==> config.mk <==
export PLATFORM = sky130hd
export DESIGN_NAME = ctrl_alu_pipe
export DESIGN_NICKNAME = d
export VERILOG_FILES = /design/src/rtl/ctrl_alu_pipe.sv
export SDC_FILE = /design/constraint.sdc
export NUM_CORES = 1
export LEC_CHECK = 0
export CAP_MARGIN = 20
export CORE_ASPECT_RATIO = 1.2
export CORE_UTILIZATION = 45
export DETAILED_ROUTE_END_ITERATION = 16
export PLACE_DENSITY_LB_ADDON = 0.25
export SLEW_MARGIN = 20
export SYNTH_ARGS = -nofsm -noshare
export SYNTH_HDL_FRONTEND = slang
export SYNTH_SLANG_ARGS = --single-unit
==> constraint.sdc <==
create_clock -name clk -period 4.05 [get_ports clk]
set_clock_uncertainty 0.15 [all_clocks]
set_input_delay 0.81 -clock clk [delete_from_list [all_inputs] [get_ports clk]]
set_output_delay 0.81 -clock clk [all_outputs]
set_load 0.01 [all_outputs]
==> src/rtl/ctrl_alu_pipe.sv <==
// ----------------------------------------------------------------------------
// ctrl_alu_pipe
//   Pipelined control ALU for the EXEC stage. Resolves jumps and branches
//   (link value, next PC, direction, mispredict) in the first stage. The
//   remaining STAGES-1 stages only delay the result. A valid/ready handshake
//   lets empty stages fill while a later stage stalls. A mispredicting op
//   raises a one-cycle fetch redirect when it first reaches the output
//   stage, and it bumps a saturating mispredict counter.
//
// Ports
//   clk, reset          clock, synchronous active-high reset
//   valid_i / ready_o   op handshake from the control-issue queue
//   tag_i, opcode_i     instruction tag and opcode
//   data1_i, data2_i    source operands
//   immd_i              branch offset in words
//   pc_i                instruction PC
//   predictedTarget_i   predicted target (jump target field in low bits)
//   predictedDir_i      predicted branch direction
//   flush_i             squash every in-flight op
//   valid_o / ready_i   result handshake to writeback / branch recovery
//   tag_o, result_o     result tag and link value
//   nextPC_o            resolved next PC
//   direction_o         resolved direction
//   flags_o             [7] executed [6] link [5] conditional [4] indirect
//                       [3] illegal [2:1] zero [0] mispredict
//   redirect_o          one-cycle mispredict pulse
//   redirectPC_o        fetch redirect target (held between pulses)
//   mispredCnt_o        saturating mispredict count
// ----------------------------------------------------------------------------

`ifndef SIZE_OPCODE_I
`define SIZE_OPCODE_I 6
`endif
`ifndef JUMP
`define JUMP 6'h02
`endif
`ifndef JAL
`define JAL 6'h03
`endif
`ifndef BEQ
`define BEQ 6'h04
`endif
`ifndef BNE
`define BNE 6'h05
`endif
`ifndef BLEZ
`define BLEZ 6'h06
`endif
`ifndef BGTZ
`define BGTZ 6'h07
`endif
`ifndef JR
`define JR 6'h08
`endif
`ifndef JALR
`define JALR 6'h09
`endif
`ifndef BLTZ
`define BLTZ 6'h0A
`endif
`ifndef BGEZ
`define BGEZ 6'h0B
`endif

module ctrl_alu_pipe #(
  parameter int PC_WIDTH     = 32,
  parameter int DATA_WIDTH   = 32,
  parameter int IMM_WIDTH    = 16,
  parameter int TARGET_WIDTH = 26,
  parameter int STAGES       = 2,
  parameter int TAG_WIDTH    = 6,
  parameter int CNT_WIDTH    = 16
) (
  input  logic                      clk,
  input  logic                      reset,
  input  logic                      valid_i,
  output logic                      ready_o,
  input  logic [TAG_WIDTH-1:0]      tag_i,
  input  logic [`SIZE_OPCODE_I-1:0] opcode_i,
  input  logic [DATA_WIDTH-1:0]     data1_i,
  input  logic [DATA_WIDTH-1:0]     data2_i,
  input  logic [IMM_WIDTH-1:0]      immd_i,
  input  logic [PC_WIDTH-1:0]       pc_i,
  input  logic [PC_WIDTH-1:0]       predictedTarget_i,
  input  logic                      predictedDir_i,
  input  logic                      flush_i,
  output logic                      valid_o,
  input  logic                      ready_i,
  output logic [TAG_WIDTH-1:0]      tag_o,
  output logic [PC_WIDTH-1:0]       result_o,
  output logic [PC_WIDTH-1:0]       nextPC_o,
  output logic                      direction_o,
  output logic [7:0]                flags_o,
  output logic                      redirect_o,
  output logic [PC_WIDTH-1:0]       redirectPC_o,
  output logic [CNT_WIDTH-1:0]      mispredCnt_o
);

  // Everything one op carries down the pipe after evaluation.
  typedef struct packed {
    logic [TAG_WIDTH-1:0] tag;
    logic [PC_WIDTH-1:0]  result;
    logic [PC_WIDTH-1:0]  next_pc;
    logic                 direction;
    logic [7:0]           flags;
  } stage_t;

  // --------------------------------------------------------------------------
  // Evaluation (combinational, captured by stage 0)
  // --------------------------------------------------------------------------
  logic [PC_WIDTH-1:0] sign_ex;
  logic [PC_WIDTH-1:0] link_pc;
  logic [PC_WIDTH-1:0] jump_pc;
  logic [PC_WIDTH-1:0] branch_pc;
  logic                is_neg;
  logic                is_zero;
  logic                taken;
  stage_t              ev;

  always_comb begin
    // NOTE: every variable gets a default before the case statements, so
    // no path leaves a value unassigned and no latch is inferred.
    sign_ex   = {{(PC_WIDTH-IMM_WIDTH){immd_i[IMM_WIDTH-1]}}, immd_i} << 2;
    link_pc   = pc_i + PC_WIDTH'(8);
    jump_pc   = {pc_i[PC_WIDTH-1:TARGET_WIDTH+2],
                 predictedTarget_i[TARGET_WIDTH-1:0], 2'b00};
    branch_pc = link_pc + sign_ex;
    is_neg    = data1_i[DATA_WIDTH-1];
    is_zero   = (data1_i == '0);

    taken = 1'b0;
    case (opcode_i)
      `BEQ:    taken = (data1_i == data2_i);
      `BNE:    taken = (data1_i != data2_i);
      `BLEZ:   taken = is_neg || is_zero;
      `BGTZ:   taken = !is_neg && !is_zero;
      `BLTZ:   taken = is_neg;
      `BGEZ:   taken = !is_neg;
      default: taken = 1'b0;
    endcase

    ev          = '0;
    ev.tag      = tag_i;
    ev.flags[7] = 1'b1;
    case (opcode_i)
      `JUMP: begin
        ev.next_pc   = jump_pc;
        ev.direction = 1'b1;
      end
      `JAL: begin
        ev.next_pc   = jump_pc;
        ev.direction = 1'b1;
        ev.result    = link_pc;
        ev.flags[6]  = 1'b1;
      end
      `JR: begin
        ev.next_pc   = data1_i;
        ev.direction = 1'b1;
        ev.flags[4]  = 1'b1;
        ev.flags[0]  = (data1_i != predictedTarget_i);
      end
      `JALR: begin
        ev.next_pc   = data1_i;
        ev.direction = 1'b1;
        ev.result    = link_pc;
        ev.flags[6]  = 1'b1;
        ev.flags[4]  = 1'b1;
        ev.flags[0]  = (data1_i != predictedTarget_i);
      end
      `BEQ, `BNE, `BLEZ, `BGTZ, `BLTZ, `BGEZ: begin
        ev.next_pc   = taken ? branch_pc : link_pc;
        ev.direction = taken;
        ev.flags[5]  = 1'b1;
        // A taken branch still mispredicts if fetch went somewhere else.
        ev.flags[0]  = (taken != predictedDir_i) ||
                       (taken && (branch_pc != predictedTarget_i));
      end
      default: ev.flags[3] = 1'b1;
    endcase
  end

  // --------------------------------------------------------------------------
  // Pipeline control
  // --------------------------------------------------------------------------
  logic [STAGES-1:0] v_q;
  stage_t            d_q  [STAGES];
  logic [STAGES-1:0] in_v;
  stage_t            in_d [STAGES];
  logic [STAGES-1:0] hold;
  logic              stall;

  logic                 redirect_q;
  logic [PC_WIDTH-1:0]  redirect_pc_q;
  logic [CNT_WIDTH-1:0] cnt_q;

  assign stall = v_q[STAGES-1] && !ready_i;

  // A stage holds only if it is occupied and everything after it is blocked;
  // an empty stage keeps accepting, so bubbles squeeze out during a stall.
  always_comb begin : hold_chain
    logic h;
    h    = stall;
    hold = '0;
    hold[STAGES-1] = h;
    for (int k = STAGES - 2; k >= 0; k--) begin
      h       = v_q[k] && h;
      hold[k] = h;
    end
  end

  always_comb begin
    in_v[0] = valid_i;
    in_d[0] = ev;
    for (int k = 1; k < STAGES; k++) begin
      in_v[k] = v_q[k-1];
      in_d[k] = d_q[k-1];
    end
  end

  assign ready_o = !hold[0];

  always_ff @(posedge clk) begin
    if (reset) begin
      // NOTE: the payload registers are reset along with the valids because
      // every data output must read zero straight out of reset.
      v_q <= '0;
      for (int k = 0; k < STAGES; k++) d_q[k] <= '0;
      redirect_q    <= 1'b0;
      redirect_pc_q <= '0;
      cnt_q         <= '0;
    end else begin
      // NOTE: non-blocking assignments throughout, so each stage samples the
      // previous stage's value from before this edge.
      redirect_q <= 1'b0;
      if (flush_i) begin
        v_q <= '0;
      end else begin
        for (int k = 0; k < STAGES; k++) begin
          if (!hold[k]) begin
            v_q[k] <= in_v[k];
            d_q[k] <= in_d[k];
          end
        end
        // Fire only on the edge a mispredicting op enters the output stage,
        // so a stalled op cannot pulse twice.
        if (!hold[STAGES-1] && in_v[STAGES-1] && in_d[STAGES-1].flags[0]) begin
          redirect_q    <= 1'b1;
          redirect_pc_q <= in_d[STAGES-1].next_pc;
          if (cnt_q != '1) cnt_q <= cnt_q + CNT_WIDTH'(1);
        end
      end
    end
  end

  assign valid_o      = v_q[STAGES-1];
  assign tag_o        = d_q[STAGES-1].tag;
  assign result_o     = d_q[STAGES-1].result;
  assign nextPC_o     = d_q[STAGES-1].next_pc;
  assign direction_o  = d_q[STAGES-1].direction;
  assign flags_o      = d_q[STAGES-1].flags;
  assign redirect_o   = redirect_q;
  assign redirectPC_o = redirect_pc_q;
  assign mispredCnt_o = cnt_q;

endmodule

==> impl_results.md, run 1 <==
* Setup CP Type: in2reg
* Hold slack at about 0.3 ns
* Top cell by count, worst path: buf_4
* Buffers on Ports at 289
* Final instance area at approximately 20,000 sq um
* GP Congestion at slightly below 1
* Deepest clock path buffer count at 3
* Worst Reg-to-Reg Cells at 9
* Count of endpoints failing setup in the final report at 6
* Fmax at ~240 MHz
* CP peak stage delay at about 0.47 ns
* Number of global-route vias before repair at roughly 12k
* Outcome: finished with violations
* Clock latency on the worst-skew pair at 0.51 ns
* Post-synthesis compound-gate area fraction at roughly a tenth
* Initial antenna violation count at 6
* Busiest layer in global routing: met2
* Num rows at 66
* Synth Area in Simple Gates at approximately a fifth
* DR pass1 iterations at 8
* Pwr Density at between 300 and 400 nW/um^2
* Reg-to-reg startpoint: v_q[1]
* Post-synth cell types at slightly above 70
* Vias at about 12k
* H-tree Lvls at 1
* Crit-path max FO at 4
* Worst vdd ir at approximately 250 uV
* RSZ-0062 raised after global routing: true
* Cells after synthesis at approximately 1.3k
* CTS clk-pin slew, worst paths at roughly 0.060 ns
* Die Y at around 190 um
* Clk sinks at around 210
* I/O pin total at 292
* GR Overflow Total at 0
* Adder-cell share of the synthesized area at 3.626%
* Crit. path cell count at 20
* Reg-to-reg slack, setup at 1.69 ns
* Syn_area_per_cell at slightly below 10 sq um
* Number of flops mapped to enable cells by yosys at ~150
* Worst setup path startpoint: pc_i[4]
* Placement Cell Area at roughly 17,000 sq um
* Core Area at ~27,000 sq um
* Reg-to-Reg End: mispredCnt_o[12]
* Fin nets at roughly 2k
* CP Cell Sequence: buf_8 > buf_6 > nand4_1 > buf_4 > nor2_4 > xor2_2 > ha_4 > buf_4 > a21oi_4 > o31ai_1 > nor2_1 > o31ai_4 > buf_6 > a21oi_4 > buf_12 > xnor2_1 > mux2_2 > a222oi_1 > buf_4 > nor2_1
* Final hold viol count at 0
* Flops & latches, synth at 205
* Worst Tran Pin Value at about 0.75 ns
* CTS tree: built
* Post-synthesis sequential area ratio at 44.70%
* Met1 Track Usage GR at 39.22%
* Warnings, synthesis at 0
* Initial core utilization at a little under half
* CP max stage cell: a222oi_1
* Post-layout util at between 70 and 80%
* Initial DRC count at 1,139
* Root Buffer: clkbuf_16
* Worst Setup EP: d_q[0][26]
* Max-slew violations at 0
* Num CTS Buffers at 22
* Die Wd at between 150 and 200 um
* Wire per inst at between 20 and 25 um
* Main combinational cell family by area after synthesis: simple AND/OR/NAND/NOR gates
* Worst rel slew slack at between 50% and 60%
* Routed Antenna Nets at 0
* Post-synth top flop: edfxtp_1
* Final Worst Setup Slack at -0.07850 ns
* Hpwl dp at approximately 36 mm
* Vias/cell at roughly 5.5
* Hold Path Class: reg2reg
* Die Area at 28,740 sq um
* GR Layer Usage met2 at a little under three fifths
* Leakage at ~8 nW
* Violated checks: setup timing
* Multiplexer share of the synthesized area at 2.715%
* XOR/XNOR Fraction of Synth Area at around an eighth
* Top delay family on crit path: buffers and inverters
* Largest net degree at the start of global routing at 85
* Crit end category: flop
* Grt met3 use at under 10%
* Area grow syn2layout at 58.09%
* Async set-reset flop share out of synthesis at 0%
* Total track usage at about a third
* Mapped Area at ~13,000 sq um
* Crit path buffers/inverters at 7
* Crit path required time at slightly above 4 ns
* First-pass GRT wire length at approximately 70 mm
* Max_cap viols at 0
* Nature of the critical path startpoint: primary input
* Share of cells above drive strength 1 at between 30% and 40%
* Fin crit share at 101.9%
* Final WL at slightly below 50 mm
* WP data arrival at ~4.2 ns
* Residual DRC at 0
* Min cycle time layout at roughly 4.1 ns
-- final cells by class --
| type | count | area, sq um |
|---|---|---|
| Clock inverter | 12 | 73.82 |
| Tap cell | 374 | 467.9 |
| Multi-Input combinational cell | 890 | 7277 |
| Inverter | 33 | 123.9 |
| Antenna cell | 5 | 12.51 |
| Clock buffer | 27 | 589.3 |
| Timing Repair Buffer | 655 | 5774 |
| Sequential cell | 205 | 5645 |
| Fill cell | 1957 | 7370 |
-- through the flow --
stage	power [mW]	std cells	setup WS (ns)	TNS [ns]
final	6.107	2201	-0.07850	-0.2095
after global routing	6.304	2200	-0.2242	-1.144
after CTS	5.947	2171	-0.01275	-0.03470
after detailed placement	3.971	2064	-1.385	-24.53
after global placement	3.961	2064	-1.388	-24.14
after floorplan	3.191	1275	-0.1318	-0.5097
-- where the power goes --
group / internal (mW) / switching [mW]
Combinational: 0.957 / 0.871
Clock: 1.04 / 0.826
Sequential: 2.38 / 0.0400
Total: 4.37 / 1.74
-- flip-flops by register name, indices dropped and copies added, names as in the netlist --
register      flops
d_q             154
redirectPC_o     32
mispredCnt_o     16
v_q               2
redirect_o        1
-- kinds of logic after synthesis --
logic type,after synthesis
compound gates,185
xor+xnor,162
fa+ha+maj,36
mux,33
flops,205
simple gates,472
other cells,1
buf+inv,180
-- metal layers --
metal | up-vias | wire, um
met3 | 159 | 3163
met5 | - | 17
li1 | 5573 | -
met2 | 578 | 23260
met4 | 4 | 2818
met1 | 5809 | 18800
-- worst reg2reg max path: stages, from the launching register on --
cell,delay (ns)
dfxtp_1,0.31
nor2b_1,0.17
nor2_1,0.18
nand3_1,0.19
nor2_1,0.35
nand4_1,0.29
nor2_1,0.29
nand3_1,0.13
xor2_1,0.14
nor2_1,0.05
-- placed cells by master (no fill, tap or decap), types with 11 or more instances in the layout --
cell type	instances
xor2_2	13
nor2_1	94
nand2_1	102
and3_1	101
nor4_1	13
a21oi_2	12
nor2_2	11
edfxtp_1	154
buf_4	340
nand4_1	31
mux2i_1	23
a21oi_1	50
buf_6	23
xor2_1	56
nor3_1	11
ha_4	22
inv_1	23
dfxtp_1	51
xnor2_1	73
clkdlybuf4s50_1	267
nand3_1	21
clkbuf_16	22
a222oi_1	29
-- cell usage after synthesis (2+ instances only) --
cell         n  area share [%]
a222oi_1    29             2.3
buf_4       81             4.8
o2111ai_1    2            0.14
nor2_4       2            0.18
nand3_1     29             1.1
and3b_1      2            0.14
o21a_1       5            0.30
nor2_1     112             3.3
clkbuf_1    58             1.7
nor2b_1      5            0.25
o211ai_1     3            0.18
mux2_2      10            0.89
a211oi_1     4            0.24
a21oi_1     70             2.8
and4_1       2            0.14
o21bai_1     5            0.30
mux2i_1     23             1.8
edfxtp_1   154              37
a211oi_2     2            0.20
a21o_1       9            0.53
nand4_1     31             1.5
xnor2_1     86             6.0
nand2_1    115             3.4
a31oi_1      5            0.25
and2_1       7            0.35
ha_1        35             3.5
nor4_1      23             1.1
dfxtp_1     51             8.1
and3_1     108             5.4
nand3b_1     5            0.30
buf_2        6            0.24
a22oi_1      4            0.24
xnor3_1      3            0.53
nor3_1      17            0.67
nand2b_1     5            0.25
inv_1       33            0.98
o21ai_0     23            0.91
o31ai_1      4            0.24
or3_1        2           0.099
xor2_1      72             5.0
-- worst min path at each step --
stage	start	end	cells past startpoint
floorplan	redirectPC_o[0]	redirectPC_o[0]	2
detailed placement	redirectPC_o[17]	redirectPC_o[17]	2
finish	redirectPC_o[17]	redirectPC_o[17]	2
CTS	redirectPC_o[17]	redirectPC_o[17]	2
global placement	redirectPC_o[17]	redirectPC_o[17]	2
global route	redirectPC_o[14]	redirectPC_o[14]	2
-- timing repair --
| item | 4_1_cts | 5_1_grt |
|---|---|---|
| setup buffers | 69 | 27 |
| endpoints found under the setup margin | 21 | 21 |
| hold buffers | 0 | 0 |
| pin swaps | 70 | 83 |
| gates resized for setup | 150 | 147 |
| endpoints found under the hold margin | 0 | 0 |
| gates cloned | 0 | 0 |
Note: power is estimated with default switching activity, not from simulation.
==> run 2, diff against run 1 <==
- CORE_UTILIZATION: 45 -> 30
==> impl_results.md, run 2 (same netlist as run 1, synthesis figures left out) <==
* Nature of the critical path startpoint: primary input
* Vias at about 11k
* Max reg flops at approximately 150
* Highest-count cells in the layout ignoring fill and taps: buf_4, clkdlybuf4s50_1, edfxtp_1
* Crit-path max FO at 4
* Initial DRC count at 670
* Fin crit share at 99.33%
* Setup TNS at 0 ns
* CTS clk-pin slew, worst paths at 0.06 ns
* I/O pin total at slightly below 300
* Pwr Density at between 300 and 400 nW/um^2
* Antenna Cells at 0
* Share of cells above drive strength 1 at between 20% and 30%
* CP max stage cell: a222oi_1
* Total track usage at between 20% and 30%
* Hpwl dp at 38.79 mm
* Top delay family on crit path: simple AND/OR/NAND/NOR gates
* Num rows at a little over 80
* Clk sinks at between 200 and 250
* Busiest layer in global routing: met2
* Hold Path Class: reg2reg
* Crit path required time at 4.11 ns
* Commonest non-fill, non-tap cell in the layout: buf_4
* Hold_buf cts at 0
* Worst vdd ir at ~270 uV
* Vias/cell at roughly 4.9
* Routed Antenna Nets at 0
* Worst hold path endpoint: redirectPC_o[0]
* Num CTS Buffers at 22
* Crit path buffers/inverters at 6
* Leakage at slightly below 8 nW
* CTS tree: built
* Largest net degree at the start of global routing at 85
* Count of endpoints failing setup in the final report at 0
* Fmax at between 200 and 250 MHz
* CP peak stage delay at about 0.46 ns
* Initial antenna violation count at 1
* DR pass1 iterations at 8
* Final hold viol count at 0
* WHS Path Cells at 2
* Worst Tran Pin Value at 0.9671 ns
* Wire per inst at ~21 um
* Core Area at around 40,000 sq um
* Initial core utilization at 30.69%
* Max-slew violations at 0
* Met1 Track Usage GR at about a quarter
* Reg-to-reg slack, setup at roughly 1.7 ns
* GP Congestion at just over 0.9
* Final WL at ~48 mm
* Die Wd at around 190 um
* Crit end category: flop
* GR Overflow Total at 0
* Cells after DPL at about 2.2k
* GR Layer Usage met2 at between 30 and 40%
* Grt met3 use at under 10%
* Reg-to-Reg End: d_q[0][70]
* Number of global-route vias before repair at ~12k
* Deepest clock path buffer count at 3
* Crit. path cell count at 20
* Cell Count, Final, Fillers Out at 2,302
* Clock latency on the worst-skew pair at 0.52 ns
* Setup CP Type: in2reg
* Area grow syn2layout at 51.77%
* Die Area at between 40,000 and 50,000 sq um
* Hold_sp: redirectPC_o[0]
* Root Buffer: clkbuf_16
* Top reg by flops: d_q
* Fin nets at around 1.9k
* WP data arrival at around 4 ns
* Die Y at ~230 um
* Residual DRC at 0
* Min cycle time layout at approximately 4 ns
* RSZ-0062 raised after global routing: true
* H-tree Lvls at 1
* Worst Reg-to-Reg Cells at 7
* Reg-to-reg startpoint: v_q[1]
* CP Cell Sequence: buf_2 > nand4_1 > buf_4 > nor3_2 > buf_4 > buf_4 > nand2_1 > xor2_2 > inv_2 > ha_4 > a21oi_4 > o21ai_4 > nor3_2 > and3_4 > nor2_4 > buf_6 > xnor2_2 > mux2_4 > a222oi_1 > nor2_1
* Max_cap viols at 0
* Top cell by count, worst path: buf_4
* Worst rel slew slack at roughly 36%
* First-pass GRT wire length at 70.17 mm
* Outcome: finished, final reports clean
* Buffers on Ports at a little under 300
==> run 2: per-stage QoR <==
step | worst slack [ns] | power (mW) | hold slack (ns) | utilization, % | cell area (sq um)
floorplan | -0.1318 | 3.191 | 0.3305 | - | 12740
global placement | -1.238 | 4.007 | 0.2952 | 42.60 | 17530
detailed placement | -1.338 | 4.008 | 0.2970 | 42.60 | 17530
CTS | -0.009725 | 6.193 | 0.3058 | 45.71 | 18810
global route | -0.1382 | 6.454 | 0.3234 | 46.58 | 19170
finish | 0.02724 | 6.200 | 0.3041 | 46.58 | 19170
==> run 2: worst max path at each step <==
stage               slack, ns     start          to
floorplan               -0.13  pc_i[11]  d_q[0][39]
global placement        -1.24   pc_i[3]  d_q[0][36]
detailed placement      -1.34   pc_i[3]   d_q[0][0]
CTS                     -0.01   pc_i[8]  d_q[0][32]
global route            -0.14   pc_i[3]  d_q[0][31]
finish                   0.03   pc_i[5]  d_q[0][32]
==> run 2: per-layer routing <==
layer	wire length (um)	part of all wire (%)	vias up
met3	2873	6.0	100
met5	13	0.027	-
met2	23910	50	426
met1	18990	39	5397
li1	-	-	5448
met4	2480	5.1	2
==> run 2: where the power goes <==
part	total, mW	leakage, nW	switching (mW)	internal, mW
Sequential	2.42	2.04	0.0484	2.38
Combinational	1.68	5.28	0.807	0.875
Clock	2.09	0.382	0.852	1.24
Total	6.20	7.71	1.71	4.49
==> run 2: worst register-to-register path: cells and delay by family (launching register included) <==
family | cells | cell delay (ns)
DFF | 1 | 0.31
and+or+nand+nor | 6 | 1.49
buffers and inverters | 1 | 0.27
==> run 2: final cells by class <==
| type | count | area [sq um] |
|---|---|---|
| Clock buffer | 28 | 668.1 |
| Clock inverter | 12 | 103.9 |
| Fill cell | 3973 | 21980 |
| Inverter | 33 | 123.9 |
| Multi-Input combinational cell | 890 | 6695 |
| Sequential cell | 205 | 5645 |
| Tap cell | 539 | 674.4 |
| Timing Repair Buffer | 595 | 5255 |
==> run 2: what timing repair did <==
| item | 4_1_cts | 5_1_grt |
|---|---|---|
| resized for setup | 119 | 64 |
| setup buffers | 29 | 9 |
| setup endpoints to repair | 27 | 18 |
| pin swaps | 59 | 40 |
